File: config.mk
export PLATFORM = sky130hd
export DESIGN_NAME = audio_receiver_flat
export DESIGN_NICKNAME = d
export VERILOG_FILES = /design/src/rtl/audio_receiver_pkg.sv /design/src/rtl/audio_receiver_if.sv /design/src/rtl/audio_receiver.sv /design/src/flat_wrapper.sv
export SDC_FILE = /design/constraint.sdc
export NUM_CORES = 1
export LEC_CHECK = 0
export ABC_AREA = 1
export CORE_MARGIN = 5
export CORE_UTILIZATION = 56
export DETAILED_ROUTE_END_ITERATION = 12
export GPL_ROUTABILITY_DRIVEN = 0
export PLACE_DENSITY = 0.79
export SETUP_SLACK_MARGIN = 0.05
export SLEW_MARGIN = 10
export SYNTH_ARGS = -nofsm -noshare
export SYNTH_HDL_FRONTEND = slang
export SYNTH_SLANG_ARGS = --single-unit
File: constraint.sdc
create_clock -name BIT_CLK -period 2.9 [get_ports BIT_CLK]
set_clock_uncertainty 0.1 [all_clocks]
set_input_delay 0.58 -clock BIT_CLK [delete_from_list [all_inputs] [get_ports BIT_CLK]]
set_output_delay 0.58 -clock BIT_CLK [all_outputs]
set_load 0.01 [all_outputs]
File: src/rtl/audio_receiver_pkg.sv
// audio_pkg: AC97 receive frame geometry, tag layout and FSM states
package audio_pkg;

   typedef logic [7:0] bit_idx_t;

   localparam int FRAME_BITS = 256;
   localparam int SYNC_BITS  = 16;
   localparam int SLOT_BITS  = 20;

   localparam bit_idx_t SLOT1_START = 8'd16;
   localparam bit_idx_t SLOT2_START = 8'd36;
   localparam bit_idx_t SLOT3_START = 8'd56;
   localparam bit_idx_t SLOT4_START = 8'd76;
   localparam bit_idx_t COMMIT_BIT  = 8'd95;
   localparam bit_idx_t LAST_BIT    = bit_idx_t'(FRAME_BITS - 1);
   localparam bit_idx_t TAG_LAST    = bit_idx_t'(SYNC_BITS - 1);

   localparam int TAG_READY = 15;
   localparam int TAG_SLOT1 = 14;
   localparam int TAG_SLOT2 = 13;
   localparam int TAG_SLOT3 = 12;
   localparam int TAG_SLOT4 = 11;

   typedef enum logic {HUNT, RECV} state_e;

   // index of the final bit of the slot starting at 'start'
   function automatic bit_idx_t slot_last(input bit_idx_t start);
      return start + bit_idx_t'(SLOT_BITS - 1);
   endfunction

endpackage

File: src/rtl/audio_receiver_if.sv
// audio_receiver_if: serial link from the codec plus CPU-side status/PCM handshakes
interface audio_receiver_if;
   logic        SYNC;
   logic        SDATA_IN;
   logic        codec_ready;
   logic [6:0]  status_addr;
   logic [15:0] status_data;
   logic        status_valid;
   logic        status_ack;
   logic [15:0] pcm_left;
   logic [15:0] pcm_right;
   logic        pcm_valid;
   logic        pcm_ack;
   logic        pcm_ovf;
   logic        sync_err;

   modport master (
      input  SYNC, SDATA_IN, status_ack, pcm_ack,
      output codec_ready, status_addr, status_data, status_valid,
             pcm_left, pcm_right, pcm_valid, pcm_ovf, sync_err
   );

   modport slave (
      output SYNC, SDATA_IN, status_ack, pcm_ack,
      input  codec_ready, status_addr, status_data, status_valid,
             pcm_left, pcm_right, pcm_valid, pcm_ovf, sync_err
   );
endinterface

File: src/rtl/audio_receiver.sv
// audio_receiver: AC97 SDATA_IN deserializer decoding tag, status and PCM slots
module audio_receiver (
   input logic              BIT_CLK,
   input logic              rst_n,
   audio_receiver_if.master bus
);
   import audio_pkg::*;

   state_e      state_q, state_d;
   logic        sync_q;
   bit_idx_t    bit_cnt_q, bit_cnt_d;
   logic [15:0] tag_q, tag_d;
   logic [18:0] slot_q, slot_d;
   logic [6:0]  addr_q, addr_d;
   logic [15:0] sdat_q, sdat_d;
   logic [15:0] left_q, left_d;
   logic        ready_q, ready_d;
   logic [6:0]  st_addr_q, st_addr_d;
   logic [15:0] st_data_q, st_data_d;
   logic        st_valid_q, st_valid_d;
   logic [15:0] pcm_l_q, pcm_l_d;
   logic [15:0] pcm_r_q, pcm_r_d;
   logic        pcm_valid_q, pcm_valid_d;
   logic        ovf_q, ovf_d;
   logic        err_q;
   logic        frame_start, active, err, commit, st_commit, pcm_commit;

   assign frame_start = bus.SYNC & ~sync_q;

   // framing FSM: bit_cnt_d is the index of the sample taken this cycle when active
   always_comb begin
      state_d   = state_q;
      bit_cnt_d = bit_cnt_q;
      active    = 1'b0;
      err       = 1'b0;
      if (state_q == HUNT) begin
         if (frame_start) begin
            state_d   = RECV;
            bit_cnt_d = '0;
            active    = 1'b1;
         end
      end else begin
         err       = (bit_cnt_q == LAST_BIT) ? ~frame_start :
                     (bit_cnt_q < TAG_LAST)  ? ~bus.SYNC   : bus.SYNC;
         active    = ~err | frame_start;
         state_d   = active ? RECV : HUNT;
         bit_cnt_d = err ? '0 : bit_cnt_q + 8'd1;
      end
   end

   // slot datapath: the shift register holds the first 19 bits of a slot, the 20th arrives live
   always_comb begin
      tag_d  = (active && bit_cnt_d <= TAG_LAST) ? {tag_q[14:0], bus.SDATA_IN} : tag_q;
      slot_d = active ? {slot_q[17:0], bus.SDATA_IN} : slot_q;
      addr_d = (active && bit_cnt_d == slot_last(SLOT1_START)) ? slot_q[17:11] : addr_q;
      sdat_d = (active && bit_cnt_d == slot_last(SLOT2_START)) ? slot_q[18:3]  : sdat_q;
      left_d = (active && bit_cnt_d == slot_last(SLOT3_START)) ? slot_q[18:3]  : left_q;
   end

   // commit at bit 95; a commit beats a same-cycle acknowledge
   always_comb begin
      commit      = active && bit_cnt_d == COMMIT_BIT;
      st_commit   = commit & tag_q[TAG_SLOT1] & tag_q[TAG_SLOT2];
      pcm_commit  = commit & tag_q[TAG_SLOT3] & tag_q[TAG_SLOT4];
      ready_d     = commit ? tag_q[TAG_READY] : ready_q;
      st_addr_d   = st_commit ? addr_q : st_addr_q;
      st_data_d   = st_commit ? sdat_q : st_data_q;
      st_valid_d  = st_commit | (st_valid_q & ~bus.status_ack);
      pcm_l_d     = pcm_commit ? left_q : pcm_l_q;
      pcm_r_d     = pcm_commit ? slot_q[18:3] : pcm_r_q;
      pcm_valid_d = pcm_commit | (pcm_valid_q & ~bus.pcm_ack);
      ovf_d       = ovf_q | (pcm_commit & pcm_valid_q & ~bus.pcm_ack);
   end

   // state and output registers
   always_ff @(posedge BIT_CLK or negedge rst_n) begin
      if (!rst_n) begin
         state_q     <= HUNT;
         sync_q      <= 1'b0;
         bit_cnt_q   <= '0;
         tag_q       <= '0;
         slot_q      <= '0;
         addr_q      <= '0;
         sdat_q      <= '0;
         left_q      <= '0;
         ready_q     <= 1'b0;
         st_addr_q   <= '0;
         st_data_q   <= '0;
         st_valid_q  <= 1'b0;
         pcm_l_q     <= '0;
         pcm_r_q     <= '0;
         pcm_valid_q <= 1'b0;
         ovf_q       <= 1'b0;
         err_q       <= 1'b0;
      end else begin
         state_q     <= state_d;
         sync_q      <= bus.SYNC;
         bit_cnt_q   <= bit_cnt_d;
         tag_q       <= tag_d;
         slot_q      <= slot_d;
         addr_q      <= addr_d;
         sdat_q      <= sdat_d;
         left_q      <= left_d;
         ready_q     <= ready_d;
         st_addr_q   <= st_addr_d;
         st_data_q   <= st_data_d;
         st_valid_q  <= st_valid_d;
         pcm_l_q     <= pcm_l_d;
         pcm_r_q     <= pcm_r_d;
         pcm_valid_q <= pcm_valid_d;
         ovf_q       <= ovf_d;
         err_q       <= err;
      end
   end

   assign bus.codec_ready  = ready_q;
   assign bus.status_addr  = st_addr_q;
   assign bus.status_data  = st_data_q;
   assign bus.status_valid = st_valid_q;
   assign bus.pcm_left     = pcm_l_q;
   assign bus.pcm_right    = pcm_r_q;
   assign bus.pcm_valid    = pcm_valid_q;
   assign bus.pcm_ovf      = ovf_q;
   assign bus.sync_err     = err_q;

endmodule

File: src/flat_wrapper.sv
// flat-port wrapper written by rule: the top's interface ports become plain ports
module audio_receiver_flat import audio_pkg::*;
  (BIT_CLK, rst_n, bus_SYNC, bus_SDATA_IN, bus_status_ack, bus_pcm_ack, bus_codec_ready, bus_status_addr, bus_status_data, bus_status_valid, bus_pcm_left, bus_pcm_right, bus_pcm_valid, bus_pcm_ovf, bus_sync_err);
  audio_receiver_if bus_i ();
  input logic BIT_CLK;
  input logic rst_n;
  input wire logic [$bits(bus_i.SYNC)-1:0] bus_SYNC;
  input wire logic [$bits(bus_i.SDATA_IN)-1:0] bus_SDATA_IN;
  input wire logic [$bits(bus_i.status_ack)-1:0] bus_status_ack;
  input wire logic [$bits(bus_i.pcm_ack)-1:0] bus_pcm_ack;
  output wire logic [$bits(bus_i.codec_ready)-1:0] bus_codec_ready;
  output wire logic [$bits(bus_i.status_addr)-1:0] bus_status_addr;
  output wire logic [$bits(bus_i.status_data)-1:0] bus_status_data;
  output wire logic [$bits(bus_i.status_valid)-1:0] bus_status_valid;
  output wire logic [$bits(bus_i.pcm_left)-1:0] bus_pcm_left;
  output wire logic [$bits(bus_i.pcm_right)-1:0] bus_pcm_right;
  output wire logic [$bits(bus_i.pcm_valid)-1:0] bus_pcm_valid;
  output wire logic [$bits(bus_i.pcm_ovf)-1:0] bus_pcm_ovf;
  output wire logic [$bits(bus_i.sync_err)-1:0] bus_sync_err;
  assign bus_i.SYNC = bus_SYNC;
  assign bus_i.SDATA_IN = bus_SDATA_IN;
  assign bus_i.status_ack = bus_status_ack;
  assign bus_i.pcm_ack = bus_pcm_ack;
  assign bus_codec_ready = bus_i.codec_ready;
  assign bus_status_addr = bus_i.status_addr;
  assign bus_status_data = bus_i.status_data;
  assign bus_status_valid = bus_i.status_valid;
  assign bus_pcm_left = bus_i.pcm_left;
  assign bus_pcm_right = bus_i.pcm_right;
  assign bus_pcm_valid = bus_i.pcm_valid;
  assign bus_pcm_ovf = bus_i.pcm_ovf;
  assign bus_sync_err = bus_i.sync_err;
  audio_receiver u_core (.BIT_CLK(BIT_CLK), .rst_n(rst_n), .bus(bus_i));
endmodule
==> metrics.md, run 1 <==
| Metric | Value |
|---|---|
| Routed via count | `about 5000` |
| Starting DRT DRC Count | `392` |
| Resized Gates After CTS | `0` |
| Startpoint Class | `flip-flop` |
| Simple-gate portion of the synthesized area | `roughly a third` |
| Fin crit share | `between 80 and 90%` |
| Total Routing Usage GR | `22.82%` |
| Main combinational cell family by area after synthesis | `simple AND/OR/NAND/NOR gates` |
| Clock buffer count from CTS | `17` |
| Initial antenna violation count | `0` |
| Worst-skew pair later-pin latency | `0.53 ns` |
| Ys Warns | `0` |
| Synth Cell Area | `around 6100 µm²` |
| Wire per inst | `15.45 µm` |
| Finished Core Util | `70.37%` |
| Antenna diodes | `0` |
| Xor/xnor share of the synthesized area | `0.5707%` |
| CTS Hold Bufs | `1` |
| Leak pwr | `3.946 nW` |
| CP required | `3.22 ns` |
| GR Overflow Total | `0` |
| Die Area | `13150 µm²` |
| Crit path time final | `between 2 and 3 ns` |
| Number of placed I/O pins | `66` |
| Maximum VDD drop | `0.0004247 V` |
| Port buffer count | `65` |
| DP Wirelength | `9440 µm` |
| Synth Area in Compound Gates | `0.6930%` |
| Drt drc | `0` |
| Data arrival, critical path | `2.91 ns` |
| Synth top area cells | `dfrtp_1 (59%), nand2_1 (19%), nand4_1 (8.4%)` |
| WL final | `13940 µm` |
| Post-Syn Nets | `691` |
| Most frequent cells in the layout | `nand2_1 (306), dfrtp_1 (144), nand4_1 (82), clkdlybuf4s50_1 (64), nand3_1 (41)` |
| RSZ-0062 raised after global routing | `false` |
| Adder-cell share of the synthesized area | `less than 1%` |
| Synth-to-layout area growth | `23.73%` |
| Die X | `114.7 µm` |
| Yosys reg bits | `144` |
| Yosys top cell area share | `between 50% and 60%` |
| Max Transition Viols Final | `0` |
| Syn avg cell area | `8.974 µm²` |
| Slew headroom | `52.40%` |
| Crit Path Category | `flip-flop to flip-flop` |
| Layout cells sized above 1 | `about a tenth` |
| Core Region | `~11000 µm²` |
| First-pass GRT wire length | `23740 µm` |
| Status | `finished clean` |
| Power per cell area | `645.5 nW/µm²` |
| Post-DRT Antenna Nets | `0` |
| Measured slew at the worst slew-check pin | `0.7133 ns` |
| Yosys cell types | `28` |
| Commonest non-fill, non-tap cell in the layout | `nand2_1` |
| Mapped Cells | `684` |
| CTS tree | `done` |
| Sequential-to-total area share from yosys stat | `just under 60%` |
| Setup Fix Bufs, Post-CTS | `0` |
| CTS max path bufs | `2` |
| Synth area leader | `dfrtp_1` |
| Power Total | `~5 mW` |
| Maximum clock frequency | `385.2 MHz` |
| Max_cap viols | `0` |
| Nets | `756` |
| Crit. End Element | `flip-flop` |
| Die Ht | `114.7 µm` |
| H-tree depth | `4` |
| Clock-pin slew on the worst setup and hold paths | `0.06 ns` |
| Pin count of the biggest net entering global routing | `76` |
| Reg2Reg Setup Slack | `0.30 ns` |
| Hold Vio Cnt, Final | `0` |
| CTS Root Cell | `clkbuf_8` |
| Row count | `38` |
| Vias in the first global route | `5012` |
| Mux cell area share after synthesis | `0%` |
| Hold Path Class | `flip-flop to flip-flop` |
| Clock sinks | `144` |
| Vias/cell | `approximately 5.5` |
| Crit-path max FO | `29` |
| Initial Util | `56.87%` |
| Min Hold Slack | `0.3708 ns` |
| Setup Viol. Count Final | `0` |
| Pre-Repair DR Iteration Count | `4` |
-- per-layer routing --
| metal | routed length (µm) | GRT usage (%) |
|---|---|---|
| met3 | 662 | 5.391 |
| met5 | 0 | 0 |
| met2 | 7079 | 38.11 |
| met1 | 5877 | 28.84 |
| met4 | 318 | 8.998 |
-- final timing paths --
kind                                               startpoint                                    end  cells past startpoint
setup reg to reg                u_core.bit_cnt_q[0]$_DFF_PN0_          u_core.left_q[15]$_DFFE_PN0P_                     13
min in group asynchronous                               rst_n  u_core.bus.status_data[2]$_DFFE_PN0P_                      2
max in group asynchronous                               rst_n     u_core.bus.pcm_left[3]$_DFFE_PN0P_                      3
hold reg to reg            u_core.bus.pcm_left[7]$_DFFE_PN0P_     u_core.bus.pcm_left[7]$_DFFE_PN0P_                      2
setup / recovery                u_core.bit_cnt_q[0]$_DFF_PN0_          u_core.left_q[15]$_DFFE_PN0P_                     13
hold / removal             u_core.bus.pcm_left[7]$_DFFE_PN0P_     u_core.bus.pcm_left[7]$_DFFE_PN0P_                      2
-- logic make-up after synthesis --
logic type / after synthesis
buffers and inverters: 65
DFF: 144
adders and majority gates: 1
AOI/OAI and AO/OA: 7
and+or+nand+nor: 463
xor gates and xnor gates: 4
-- area by class of cell --
type	count	area, µm²
multi-input combinational	475	2196
fill	821	3198
sequential	144	3603
clock buffer	21	449.2
tap	140	175.2
clock inverter	11	153.9
timing repair buffer	89	934.6
inverter	22	82.58
-- Yosys cell counts (all sizes together) --
cell / instances
a21oi: 1
buf: 29
clkbuf: 14
clkinv: 3
dfrtp: 144
ha: 1
inv: 19
nand2: 312
nand3: 47
nand3b: 3
nand4: 82
nor2: 16
nor2b: 1
nor3: 2
o21ai: 6
xor2: 4
-- power by group --
group          internal (mW)  switching [mW]
Sequential              2.18           0.237
Clock                   1.36           0.839
Combinational          0.106           0.181
-- worst max-delay path, cell delays in order (launching register included) --
cell	delay (ns)
dfrtp_1	0.39
ha_1	0.22
nand3_2	0.15
inv_2	0.11
nand4_1	0.15
nand2_4	0.17
nand2_1	0.09
o21ai_2	0.16
nand2_1	0.11
nor2_4	0.19
buf_12	0.21
nand2_2	0.22
nand2_1	0.15
nand2_1	0.07
-- sequential cells by signal (all words and copies together) (netlist names), 7 cells and up --
signal	flops
u_core.sdat_q	16
u_core.bus.status_addr	7
u_core.bit_cnt_q	8
u_core.tag_q	16
u_core.bus.pcm_right	16
u_core.left_q	16
u_core.bus.status_data	16
u_core.slot_q	19
u_core.addr_q	7
u_core.bus.pcm_left	16
-- metrics by stage --
step                      area, µm²  setup WS [ns]  TNS, ns  cells
after floorplan                6138         0.7286        0    684
after global routing           7595        0.09711        0    902
final                          7595         0.3041        0    902
after detailed placement       6982        -0.1315   -3.430    869
after global placement         6982        0.03448        0    869
after CTS                      7595         0.3362        0    902
Note: power is estimated with default switching activity, not from simulation.
==> inputs of run 2 (changes only) <==
--- a/config.mk
+++ b/config.mk
@@ -6,6 +6,7 @@
 export NUM_CORES = 1
 export LEC_CHECK = 0
 export ABC_AREA = 1
+export ABC_CLOCK_PERIOD_IN_PS = 2900
 export CORE_MARGIN = 5
 export CORE_UTILIZATION = 56
 export DETAILED_ROUTE_END_ITERATION = 12
==> results of run 2 <==
Same layout as run 1: the final DEF is identical, and so are final timing and power.
==> inputs of run 3 (changes only) <==
--- a/config.mk
+++ b/config.mk
@@ -13,6 +13,7 @@
 export GPL_ROUTABILITY_DRIVEN = 0
 export PLACE_DENSITY = 0.79
 export SETUP_SLACK_MARGIN = 0.05
+export SKIP_LAST_GASP = 1
 export SLEW_MARGIN = 10
 export SYNTH_ARGS = -nofsm -noshare
 export SYNTH_HDL_FRONTEND = slang
==> constraint.sdc (replaced) <==
create_clock -name BIT_CLK -period 2.9 [get_ports BIT_CLK]
set_clock_uncertainty 0.1 [all_clocks]
set_input_delay 0.58 -clock BIT_CLK [delete_from_list [all_inputs] [get_ports BIT_CLK]]
set_output_delay 0.58 -clock BIT_CLK [all_outputs]
set_load 0.02 [all_outputs]
==> results of run 3 <==
Same layout as run 1 (identical final DEF). Status: finished clean.
